`config.mk`:
```
export PLATFORM = sky130hd
export DESIGN_NAME = acp_audio_dac
export DESIGN_NICKNAME = d
export VERILOG_FILES = /design/src/rtl/acp_pkg.sv /design/src/rtl/acp_sample_fifo.sv /design/src/rtl/acp_audio_dac.sv
export SDC_FILE = /design/constraint.sdc
export NUM_CORES = 1
export LEC_CHECK = 0
export ABC_AREA = 1
export CAP_MARGIN = 20
export CORE_AREA = 2 2 116 163
export DETAILED_ROUTE_END_ITERATION = 8
export DIE_AREA = 0 0 118 165
export GPL_ROUTABILITY_DRIVEN = 1
export MAX_ROUTING_LAYER = met4
export PLACE_DENSITY = 0.6
export SYNTH_ARGS = -nofsm -noshare
export SYNTH_HDL_FRONTEND = slang
export SYNTH_SLANG_ARGS = --single-unit
```
`constraint.sdc`:
```
create_clock -name clk -period 3.16 [get_ports clk]
set_input_delay 0.632 -clock clk [delete_from_list [all_inputs] [get_ports clk]]
set_output_delay 0.632 -clock clk [all_outputs]
set_load 0.005 [all_outputs]
```
`src/rtl/acp_pkg.sv`:
```
// Shared types and defaults for the acp audio path (copper and DAC output stage).
package acp_pkg;

   typedef enum logic [1:0] {IDLE, PRIME, RUN} acp_state_t;

   localparam int         ACP_SAMPLE_W   = 8;
   localparam int         ACP_FIFO_DEPTH = 16;
   localparam int         ACP_SAMPLE_DIV = 1134;
   localparam logic [7:0] ACP_SAMPLE_MID = 8'h80;

endpackage

```
`src/rtl/acp_sample_fifo.sv`:
```
// Synchronous sample FIFO with flush; occupancy carries one extra bit so full is level == DEPTH.
module acp_sample_fifo #(
   parameter int W     = 8,
   parameter int DEPTH = 16,
   parameter int AW    = $clog2(DEPTH)
) (
   input  logic          clk,
   input  logic          rst_n,
   input  logic          flush,
   input  logic          push,
   input  logic          pop,
   input  logic [W-1:0]  din,
   output logic [W-1:0]  dout,
   output logic          full,
   output logic          empty,
   output logic [AW:0]   level
);

   localparam logic [AW:0] LVL_FULL = (AW+1)'(DEPTH);
   localparam logic [AW:0] LVL_ONE  = (AW+1)'(1);

   logic [W-1:0]  mem [DEPTH];
   logic [AW-1:0] wr_ptr;
   logic [AW-1:0] rd_ptr;
   logic          do_push;
   logic          do_pop;

   assign full    = (level == LVL_FULL);
   assign empty   = (level == '0);
   assign do_push = push && !full;
   assign do_pop  = pop && !empty;
   assign dout    = mem[rd_ptr];

   always_ff @(posedge clk or negedge rst_n) begin
      if (!rst_n) begin
         wr_ptr <= '0;
         rd_ptr <= '0;
         level  <= '0;
      end else if (flush) begin
         wr_ptr <= '0;
         rd_ptr <= '0;
         level  <= '0;
      end else begin
         if (do_push) wr_ptr <= wr_ptr + AW'(1);
         if (do_pop)  rd_ptr <= rd_ptr + AW'(1);
         if (do_push && !do_pop)
            level <= level + LVL_ONE;
         else if (!do_push && do_pop)
            level <= level - LVL_ONE;
      end
   end

   always_ff @(posedge clk) begin
      if (do_push && !flush) mem[wr_ptr] <= din;
   end

endmodule

```
`src/rtl/acp_audio_dac.sv`:
```
// acp audio output stage: sample FIFO, fixed-rate sample release and 1-bit PWM output.
// Define ACP_DAC_SIGMA_DELTA_EN to replace the PWM comparator with a first-order sigma-delta.
//
// state | meaning
// IDLE  | disabled: FIFO flushed, counters held, output silent, underrun cleared
// PRIME | filling: pushes accepted, PWM running, no sample ticks yet
// RUN   | streaming: one pop per tick, underrun latches on an empty tick
module acp_audio_dac
   import acp_pkg::*;
#(
   parameter int SAMPLE_W   = ACP_SAMPLE_W,
   parameter int FIFO_DEPTH = ACP_FIFO_DEPTH,
   parameter int SAMPLE_DIV = ACP_SAMPLE_DIV
) (
   input  logic                        clk,
   input  logic                        rst_n,
   input  logic                        enable,
   input  logic [SAMPLE_W-1:0]         sample_in,
   input  logic                        sample_valid,
   output logic                        sample_ready,
   output logic [$clog2(FIFO_DEPTH):0] fifo_level,
   output logic                        sample_tick,
   output logic                        underrun,
   output logic                        pwm_out
);

   localparam int LW = $clog2(FIFO_DEPTH) + 1;
   localparam int TW = $clog2(SAMPLE_DIV);

   localparam logic [TW-1:0]       TICK_LAST  = TW'(SAMPLE_DIV - 1);
   localparam logic [LW-1:0]       PRIME_LVL  = LW'(FIFO_DEPTH / 2);
   localparam logic [SAMPLE_W-1:0] SAMPLE_MID = (SAMPLE_W == 8) ? SAMPLE_W'(ACP_SAMPLE_MID)
                                                                : {1'b1, {(SAMPLE_W-1){1'b0}}};

   acp_state_t          state;
   logic [TW-1:0]       tick_cnt;
   logic [SAMPLE_W-1:0] pwm_cnt;
   logic [SAMPLE_W-1:0] cur_sample;
   logic [SAMPLE_W-1:0] duty;
   logic [SAMPLE_W-1:0] fifo_dout;
   logic                fifo_full;
   logic                fifo_empty;
   logic                active;
   logic                push;
   logic                pop;

`ifdef ACP_DAC_SIGMA_DELTA_EN
   logic [SAMPLE_W:0]   sd_acc;
   assign pwm_out = sd_acc[SAMPLE_W];
`else
   logic                pwm_q;
   assign pwm_out = pwm_q;
`endif

   // Dropping enable behaves like IDLE from this cycle on, so it lands on the very next edge.
   assign active       = enable && (state != IDLE);
   assign sample_ready = active && !fifo_full;
   assign push         = sample_valid && sample_ready;
   assign sample_tick  = (state == RUN) && (tick_cnt == TICK_LAST);
   assign pop          = sample_tick && !fifo_empty;

   acp_sample_fifo #(
      .W     (SAMPLE_W),
      .DEPTH (FIFO_DEPTH)
   ) u_fifo (
      .clk   (clk),
      .rst_n (rst_n),
      .flush (!active),
      .push  (push),
      .pop   (pop),
      .din   (sample_in),
      .dout  (fifo_dout),
      .full  (fifo_full),
      .empty (fifo_empty),
      .level (fifo_level)
   );

   always_ff @(posedge clk or negedge rst_n) begin
      if (!rst_n) begin
         state      <= IDLE;
         tick_cnt   <= '0;
         pwm_cnt    <= '0;
         cur_sample <= SAMPLE_MID;
         duty       <= SAMPLE_MID;
         underrun   <= 1'b0;
`ifdef ACP_DAC_SIGMA_DELTA_EN
         sd_acc     <= '0;
`else
         pwm_q      <= 1'b0;
`endif
      end else if (!active) begin
         state      <= enable ? PRIME : IDLE;
         tick_cnt   <= '0;
         pwm_cnt    <= '0;
         cur_sample <= SAMPLE_MID;
         duty       <= SAMPLE_MID;
         underrun   <= 1'b0;
`ifdef ACP_DAC_SIGMA_DELTA_EN
         sd_acc     <= '0;
`else
         pwm_q      <= 1'b0;
`endif
      end else begin
         pwm_cnt <= pwm_cnt + SAMPLE_W'(1);
         // Duty only changes at the period wrap so no PWM period is ever cut short.
         if (&pwm_cnt) duty <= cur_sample;

         case (state)
            PRIME:   if (fifo_level >= PRIME_LVL) state <= RUN;
            RUN:     tick_cnt <= sample_tick ? '0 : tick_cnt + TW'(1);
            default: state <= IDLE;
         endcase

         if (sample_tick) begin
            if (!fifo_empty) cur_sample <= fifo_dout;
            else             underrun   <= 1'b1;
         end

`ifdef ACP_DAC_SIGMA_DELTA_EN
         sd_acc <= {1'b0, sd_acc[SAMPLE_W-1:0]} + {1'b0, duty};
`else
         pwm_q  <= (pwm_cnt < duty);
`endif
      end
   end

endmodule
```
==> results of run 1 <==
worst register-to-register path: cells and delay by family, from the launching register on:
family                   cells  cell delay [ns]
flip-flops                   1             0.41
AND/OR/NAND/NOR             11             1.04
AO/OA/AOI/OAI                1             0.21
adder cells (fa/ha/maj)      2             0.44
buffers and inverters        3             0.20
final timing paths:
check,cells after the start,end
min in group clk,2,cur_sample[5]$_DFFE_PN0P_
max in group asynchronous,2,tick_cnt[6]$_DFFE_PN0P_
setup reg to reg,17,u_fifo.level[4]$_DFFE_PN0P_
hold reg to reg,2,cur_sample[5]$_DFFE_PN0P_
setup / recovery,6,sample_ready
hold / removal,1,tick_cnt[2]$_DFFE_PN0P_
final cells by class:
cell class | count | area (µm²) | area share [%]
clock buffers | 17 | 425 | 4.70
clock inverters | 14 | 118 | 1.30
inverters | 50 | 190 | 2.10
multi-input cells | 506 | 2490 | 27.5
flip-flops and latches | 180 | 5150 | 56.9
well taps | 240 | 300 | 3.32
repair buffers | 42 | 373 | 4.12
routing by layer:
| layer | share of wire [%] | track usage [%] |
|---|---|---|
| met1 | 42 | 21.9 |
| met2 | 51 | 33.9 |
| met3 | 2.7 | 3.31 |
| met4 | 4.8 | 10.8 |
| met5 | 0 | - |
registers in the layout, indices dropped and copies added, names as in the netlist, 2 cells and up:
signal	flops
u_fifo.level	5
u_fifo.mem	128
cur_sample	8
duty	8
tick_cnt	11
u_fifo.rd_ptr	4
state	2
u_fifo.wr_ptr	4
pwm_cnt	8
kinds of logic after synthesis:
family / Yosys count
fa+ha+maj: 20
xor+xnor: 11
simple gates: 384
flops: 180
buf+inv: 76
compound gates: 91
per-stage QoR:
stage | setup slack, ns | power, mW
2_1_floorplan | 0.917 | 3.69
3_3_place_gp | 0.313 | 4.08
3_5_place_dp | 0.231 | 4.11
4_1_cts | 0.466 | 6.08
5_1_grt | 0.351 | 6.34
6_report | 0.482 | 6.02
placed cells by master, fill, tap and decap left out, drive strengths merged, types with 19 or more instances in the layout:
master and instances:
nor2 118, nand3 67, a21oi 19, dfrtp 50, buf 23, ha 19, inv 60, edfxtp 128
nand2 183, o21ai 55, clkdlybuf4s50 19
power by group:
| group | switching, mW | internal (mW) |
|---|---|---|
| Sequential | 0.0776 | 2.62 |
| Clock | 0.941 | 1.03 |
| Combinational | 0.929 | 0.417 |
==> metrics, run 1 <==
post-synth top area cell edfxtp_1; Initial Util 44.4%; Rows 58; CP Buf/Inv Count 4; Rel. slew slack 44.1%; setup TNS 0 ns; Max-Cap Viols 0; Leak Pwr 3.55 nW; share of layout cells above drive strength 1 9.39%; routed wire length 17.7 mm; final-report setup violation count 0; GRT Total Usage 19.7%; Root Buffer clkbuf_16; Die Ht 165 µm; Startpoint Class input pin; WP data required 2.53 ns; H-tree depth 4; final hold slack 0.311 ns; ANT nets after route 0; drt first-iter violations 330; DIE WIDTH 118 µm; post-synthesis instance total 762; number of gates resized after cts 0; clock skew after layout 0.00823 ns; Max Fclk 373 MHz; die area 19500 µm²; simple-gate area share of the yosys netlist 20.6%; Clock Latency Late Sink 0.43 ns; Cell Area, Placed 8500 µm²; Sink Count 180; Non-Filler Instances 1049; ranking of synthesized cells by area edfxtp_1 (48%), dfrtp_1 (16%), nand2_1 (8.3%); Post-Synth Adder-Cell Area 3.24%; endpoint class of the critical path output port; utilization after layout 50.4%; number of synthesized flops with an enable pin 128; dpl hpwl 11.9 mm; # DRC 0; Post-synth top cells nand2_1 (176), edfxtp_1 (128), nor2_1 (114); area fraction of the dominant cell type after synthesis 48.3%; Final Hold Fails 0; worst-margin pin slew 0.839 ns; total of fill cells in the finished design 1637; Final Max Tran Viols 0; peak supply drop 0.343 mV; vias per cell 5.20; most common cell in the netlist nand2_1; post-synthesis compound-gate area fraction 6.21%; largest family of logic cells by synthesized area simple AND/OR/NAND/NOR gates; port bufs 20; Core Area 17900 µm²; 1st-pass router iterations 5; cell family contributing the most delay on the critical path buffers and inverters; P&R area growth vs syn 13.7%; critical path arrival 2.05 ns; Final Cycle Share 84.8%; CP startpoint enable; Yosys reg bits 180; WL per Instance 16.9 µm; Congestion Overflow GR 0; Avg Cell Area, Syn 10.4 µm²; DP Cell Count 1018; fin crit period 2.68 ns; synthesized cell area 7960 µm²; worst hold path class input pin to asynchronous set/reset pin; initial antenna violation count 0; Top FF cell, synth edfxtp_1; Crit path largest cell delay 0.51 ns; final instance area 9040 µm²; xor/xnor cell area share of the yosys netlist 1.21%; r2r startpoint tick_cnt[1]$_DFFE_PN0P_; power density over the cells 666 nW/µm²; sequential fraction of the synthesis area 64.7%; outcome finished clean; YS warnings 0; fin nets 829; vias in the first global route 5461; TritonCTS clock tree yes; first-pass GRT wire length 28.4 mm; Post-Syn Nets 794; hold-fix buffers at CTS 0; # Post-CTS Setup Buffers 0; clock-pin transition on the worst setup and hold timing paths 0.07 ns; antenna fix cells 0; GP Congestion 0.895; worst path cell trace clkdlybuf4s50_1, inv_1, nor2_8, nand2_1, inv_1, clkdlybuf4s50_1; Distinct cells, synth 35; internal reg-to-reg setup slack 0.78 ns; CTS buffer count 17; Ports 21; total number of vias 5451; RSZ-0062 raised after global routing no; mux cell area share after synthesis 0%; kind of critical path input pin to output port; ys async rst share 28.9%; CP Max Fanout 7; Clock Path Buffers 2; pin count of the biggest net entering global routing 70; critical path's slowest cell clkdlybuf4s50_1
No activity file was read; power rests on OpenSTA's default activity.
==> run 2: changes to the inputs <==
- clock period: 3.16 -> 2.8 ns (I/O delays scaled with it)
==> run 2 against run 1 <==
Worst hold slack got worse by 0.069 ns; first-iteration DRC count increased by 28%; critical path depth is 1 higher; die area stayed put; register-to-register slack got worse by 0.31 ns; wire length fell by 0.21%; core utilization rose by 0.29 points; via count hardly changed; sequential cell count is the same; largest cell class unchanged; highest routed layer unchanged.
==> metrics, run 2 (synthesized netlist as in run 1, its figures left out) <==
WP data required 2.24 ns (was 2.53 ns); P&R area growth vs syn 14.3% (was 13.7%); pin count of the biggest net entering global routing 70 (unchanged); Switch Pwr 2.20 mW (was 1.95 mW); fin crit period 2.56 ns; WL per Instance 16.8 µm (was 16.9 µm); Regs by FF count u_fifo.mem (128), tick_cnt (11) (unchanged); first-pass GRT wire length 28.4 mm (about the same); endpoint class of the critical path output port (unchanged); Startpoint Class flip-flop (was input pin); Initial Util 44.4% (unchanged); Rows 58 (unchanged); routed wire length 17.7 mm (about the same); ANT nets after route 0 (unchanged); r2r startpoint tick_cnt[1]$_DFFE_PN0P_ (unchanged); vias in the first global route 5541 (was 5461); drt first-iter violations 422 (was 330); internal power 4.72 mW (was 4.07 mW); share of layout cells above drive strength 1 9.72% (was 9.39%); clock-pin transition on the worst setup and hold timing paths 0.07 ns (about the same); GRT Total Usage 19.7% (about the same); Final Max Tran Viols 0 (unchanged); Clock Path Buffers 2 (unchanged); Final Cycle Share 91.4%; Clock Power Share 33.5% (was 32.8%); peak supply drop 0.486 mV (was 0.343 mV); total number of vias 5455 (was 5451); final instance area 9090 µm² (was 9040 µm²); Final Hold Fails 0 (unchanged); # Post-CTS Setup Buffers 0 (unchanged); Rel. slew slack 50.5% (was 44.1%); Reg power frac 44.1% (was 44.9%); Max-Cap Viols 0 (unchanged); Root Buffer clkbuf_16 (unchanged); kind of critical path flip-flop to output port (was input pin to output port); fin nets 832 (was 829); most frequent cells in the layout nand2_1 (176), edfxtp_1 (128), nor2_1 (114) (unchanged); critical path's slowest cell clkdlybuf4s50_1 (unchanged); final-report setup violation count 0 (unchanged); Cell Area, Placed 8520 µm² (was 8500 µm²); DIE WIDTH 118 µm (unchanged); CTS buffer count 17 (unchanged); dpl hpwl 11.7 mm (was 11.9 mm); cell family contributing the most delay on the critical path buffers and inverters (unchanged); Biggest register u_fifo.mem (unchanged); GP Congestion 0.864 (was 0.895); # DRC 0 (unchanged); max FFs per register 128 (unchanged); Congestion Overflow GR 0 (unchanged); clock skew after layout 0.00921 ns (was 0.00823 ns); setup TNS 0 ns (unchanged); Max Fclk 391 MHz; Sink Count 180 (unchanged); 1st-pass router iterations 5 (unchanged); internal reg-to-reg setup slack 0.47 ns (was 0.78 ns); CP Buf/Inv Count 3 (was 4); vias per cell 5.18 (was 5.20); Leak Pwr 3.57 nW (was 3.55 nW); worst-margin pin slew 0.740 ns (was 0.839 ns); Ports 21 (unchanged); H-tree depth 4 (unchanged); commonest non-fill, non-tap cell in the layout nand2_1 (unchanged); TritonCTS clock tree yes (unchanged); Crit path largest cell delay 0.50 ns (was 0.51 ns); Clock Latency Late Sink 0.42 ns (was 0.43 ns); die area 19500 µm² (unchanged); CP Max Fanout 4 (was 7); logic gate share of total power 22.5% (was 22.4%); hold-fix buffers at CTS 0 (unchanged); antenna fix cells 0 (unchanged); worst path cell trace inv_1, ha_1, nand2_1, nor2_1, nand3_2, inv_1, clkdlybuf4s50_1 (was clkdlybuf4s50_1, inv_1, nor2_8, nand2_1, inv_1, clkdlybuf4s50_1); outcome finished clean (unchanged); worst hold path class input pin to asynchronous set/reset pin (unchanged); number of gates resized after cts 0 (unchanged); Die Ht 165 µm (unchanged); power density over the cells 761 nW/µm² (was 666 nW/µm²); critical path arrival 2.00 ns (was 2.05 ns); Most common cell on crit path inv_1; RSZ-0062 raised after global routing no (unchanged); Core Area 17900 µm² (unchanged); utilization after layout 50.7% (was 50.4%); worst r2r dst u_fifo.level[4]$_DFFE_PN0P_ (unchanged); initial antenna violation count 0 (unchanged); switching share of power 31.8% (was 32.4%); Reg2Reg Depth 17 (unchanged); port bufs 20 (unchanged)
-- run 2: metal layers --
layer / routed length, µm / up-vias / GRT usage (%)
met2: 9380 / 134 / 35.1
li1: - / 2644 / -
met4: 548 / 0 / 9.20
met1: 7160 / 2640 / 21.7
met3: 579 / 37 / 3.18
met5: 0 / - / -
-- run 2: power by group through the flow --
stage | sequential [mW] | combinational [mW] | clock, mW
final | 3.05 | 1.55 | 2.32
after global placement | 3.10 | 1.52 | 0
after CTS | 3.05 | 1.56 | 2.36
after floorplan | 3.08 | 1.09 | 0
after detailed placement | 3.11 | 1.55 | 0
after global routing | 3.06 | 1.76 | 2.47
-- run 2: worst max path at each step --
stage | cells past startpoint | slack (ns) | end | startpoint
after floorplan | 14 | 0.63 | u_fifo.level[4]$_DFFE_PN0P_ | enable
after global placement | 15 | 0.16 | u_fifo.level[4]$_DFFE_PN0P_ | enable
after detailed placement | 15 | 0.08 | u_fifo.level[4]$_DFFE_PN0P_ | enable
after CTS | 7 | 0.21 | sample_tick | tick_cnt[1]$_DFFE_PN0P_
after global routing | 7 | 0.13 | sample_tick | tick_cnt[1]$_DFFE_PN0P_
final | 7 | 0.24 | sample_tick | tick_cnt[1]$_DFFE_PN0P_
-- run 2: area by class of cell --
cell class / instances / area [µm²]
multi-input combinational: 506 / 2490
inverter: 50 / 190
tap: 240 / 300
timing repair buffer: 45 / 395
clock buffer: 20 / 437
fill: 1633 / 8830
sequential: 180 / 5150
clock inverter: 12 / 135
-- run 2: metrics by stage --
| stage | worst slack (ns) | total power [mW] | hold slack [ns] | instances |
|---|---|---|---|---|
| 6_report | 0.240 | 6.92 | 0.242 | 1053 |
| 3_3_place_gp | 0.157 | 4.62 | 0.464 | 1021 |
| 4_1_cts | 0.209 | 6.97 | 0.261 | 1053 |
| 5_1_grt | 0.125 | 7.29 | 0.303 | 1053 |
| 2_1_floorplan | 0.629 | 4.17 | 0.264 | 762 |
| 3_5_place_dp | 0.0824 | 4.66 | 0.471 | 1021 |
==> run 3: changes to the inputs <==
- DONT_BUFFER_PORTS: not set -> 1
- PLACE_DENSITY: 0.6 -> 0.59
==> run 3 against run 2 <==
First-iteration DRC count down 1.7%; highest routed layer unchanged; final area decreased by 2.6%; fmax is 7.3% higher; core utilization shrank 1.3 points; critical endpoint is now u_fifo.level[4]$_DFFE_PN0P_; sequential power barely moved; critical path type is now flip-flop to flip-flop; total power decreased by 3.3%; clock-buffer cell count down 2; global-route usage is 0.76 points higher; clock skew rose by 0.0068 ns.
==> metrics, run 3 (synthesized netlist as in run 1, its figures left out) <==
Regs by FF count u_fifo.mem (128), tick_cnt (11) (unchanged); Ports 21 (unchanged); RSZ-0062 raised after global routing no (unchanged); drt first-iter violations 415 (was 422); Rows 58 (unchanged); fin crit period 2.39 ns (was 2.56 ns); Biggest register u_fifo.mem (unchanged); Sink Count 180 (unchanged); kind of critical path flip-flop to flip-flop (was flip-flop to output port); die area 19500 µm² (unchanged); critical path arrival 2.72 ns (was 2.00 ns); most frequent cells in the layout nand2_1 (176), edfxtp_1 (128), nor2_1 (114) (unchanged); share of layout cells above drive strength 1 9.51% (was 9.72%); final-report setup violation count 0 (unchanged); Max Fclk 419 MHz (was 391 MHz); vias per cell 5.23 (was 5.18); 1st-pass router iterations 5 (unchanged); Most common cell on crit path nand2_1 (was inv_1); outcome finished clean (unchanged); dpl hpwl 12.1 mm (was 11.7 mm); worst path cell trace inv_1, ha_1, nand2_1, inv_1, nand2_1, nor2_1, nand3_2, nand2_2, ha_1, a21oi_1, nand3_1, nand2_1, inv_1, nand2_1, nand2_1, nand3_1, nand2_1 (was inv_1, ha_1, nand2_1, nor2_1, nand3_2, inv_1, clkdlybuf4s50_1); GRT Total Usage 20.4% (was 19.7%); # Post-CTS Setup Buffers 0 (unchanged); utilization after layout 49.4% (was 50.7%); Final Hold Fails 0 (unchanged); GP Congestion 0.850 (was 0.864); CP startpoint tick_cnt[1]$_DFFE_PN0P_ (unchanged); fin nets 809 (was 832); pin count of the biggest net entering global routing 70 (unchanged); worst hold path class input pin to flip-flop (was input pin to asynchronous set/reset pin); vias in the first global route 5496 (was 5541); CP Max Fanout 7 (was 4); Root Buffer clkbuf_16 (unchanged); endpoint class of the critical path flip-flop (was output port); critical path's slowest cell dfrtp_1 (was clkdlybuf4s50_1); Die Ht 165 µm (unchanged); Max-Cap Viols 0 (unchanged); CTS buffer count 17 (unchanged); Startpoint Class flip-flop (unchanged); min-delay src sample_in[1]; r2r startpoint tick_cnt[1]$_DFFE_PN0P_ (unchanged); Initial Util 44.4% (unchanged); Rel. slew slack 52.6% (was 50.5%); Congestion Overflow GR 0 (unchanged); P&R area growth vs syn 11.4% (was 14.3%); clock-pin transition on the worst setup and hold timing paths 0.07 ns (about the same); total number of vias 5382 (was 5455); ANT nets after route 0 (unchanged); peak supply drop 0.400 mV (was 0.486 mV); Crit path largest cell delay 0.40 ns (was 0.50 ns); commonest non-fill, non-tap cell in the layout nand2_1 (unchanged); port bufs 0 (was 20); WP data required 3.13 ns (was 2.24 ns); max FFs per register 128 (unchanged); Leak Pwr 3.47 nW (was 3.57 nW); routed wire length 18.1 mm (was 17.7 mm); Core Area 17900 µm² (unchanged); DIE WIDTH 118 µm (unchanged); initial antenna violation count 0 (unchanged); Final Cycle Share 85.2% (was 91.4%); Clock Path Buffers 2 (unchanged); TritonCTS clock tree yes (unchanged); WL per Instance 17.6 µm (was 16.8 µm); clock skew after layout 0.0160 ns (was 0.00921 ns); Final Max Tran Viols 0 (unchanged); H-tree depth 4 (unchanged); antenna fix cells 0 (unchanged); power density over the cells 755 nW/µm² (was 761 nW/µm²); worst-margin pin slew 0.708 ns (was 0.740 ns); first-pass GRT wire length 29.1 mm (was 28.4 mm); Clock Latency Late Sink 0.43 ns (was 0.42 ns); setup TNS 0 ns (unchanged); # DRC 0 (unchanged)
==> run 3: final timing paths <==
| kind | endpoint | slack [ns] | cells past startpoint |
|---|---|---|---|
| max in group asynchronous | cur_sample[7]$_DFFE_PN1P_ | 1.85 | 2 |
| min | u_fifo.mem[9][1]$_DFFE_PP_ | 0.22 | 0 |
| min reg2reg | cur_sample[6]$_DFFE_PN0P_ | 0.48 | 2 |
| max | u_fifo.level[4]$_DFFE_PN0P_ | 0.41 | 17 |
| max reg2reg | u_fifo.level[4]$_DFFE_PN0P_ | 0.41 | 17 |
| min in group asynchronous | state[0]$_DFFE_PN0P_ | 0.64 | 2 |
==> run 3: per-layer routing <==
metal | GRT usage (%) | vias up | share of wire, %
met5 | - | - | 0
met4 | 11.4 | 0 | 3.5
met3 | 3.31 | 38 | 3.5
met2 | 35.8 | 123 | 53
met1 | 22.3 | 2624 | 40
li1 | - | 2597 | -
==> run 3: power breakdown <==
part	total [mW]	switching (mW)	leakage [nW]	internal, mW
clock	2.21	1.05	0.263	1.16
combinational	1.42	1.02	1.34	0.397
sequential	3.05	0.0901	1.86	2.96
total	6.69	2.17	3.47	4.52
==> run 3: cell type report <==
cell class / count / area, µm²
sequential: 180 / 5150
fill: 1671 / 9060
multi-input combinational: 506 / 2490
clock buffer: 18 / 429
tap: 240 / 300
timing repair buffer: 22 / 188
inverter: 50 / 190
clock inverter: 13 / 118
==> run 3: per-stage QoR <==
step | area, µm² | power, mW | hold WS, ns | worst slack [ns] | cells
5_1_grt | 8860 | 7.07 | 0.201 | 0.251 | 1029
4_1_cts | 8860 | 6.76 | 0.206 | 0.456 | 1029
3_3_place_gp | 8280 | 4.48 | 0.266 | 0.592 | 996
3_5_place_dp | 8280 | 4.52 | 0.266 | 0.460 | 996
2_1_floorplan | 7960 | 4.17 | 0.264 | 0.629 | 762
6_report | 8860 | 6.69 | 0.216 | 0.414 | 1029
==> run 3: worst max-delay path, delay by kind of cell (launching register included) <==
family	cells	cell delay (ns)
flops	1	0.40
fa+ha+maj	2	0.45
buf+inv	3	0.18
compound gates	1	0.26
simple gates	11	1.02
==> run 3: what timing repair did <==
item,4_1_cts,5_1_grt
hold buffers,2,0
resized for setup,0,0
endpoints found under the hold margin,52,0
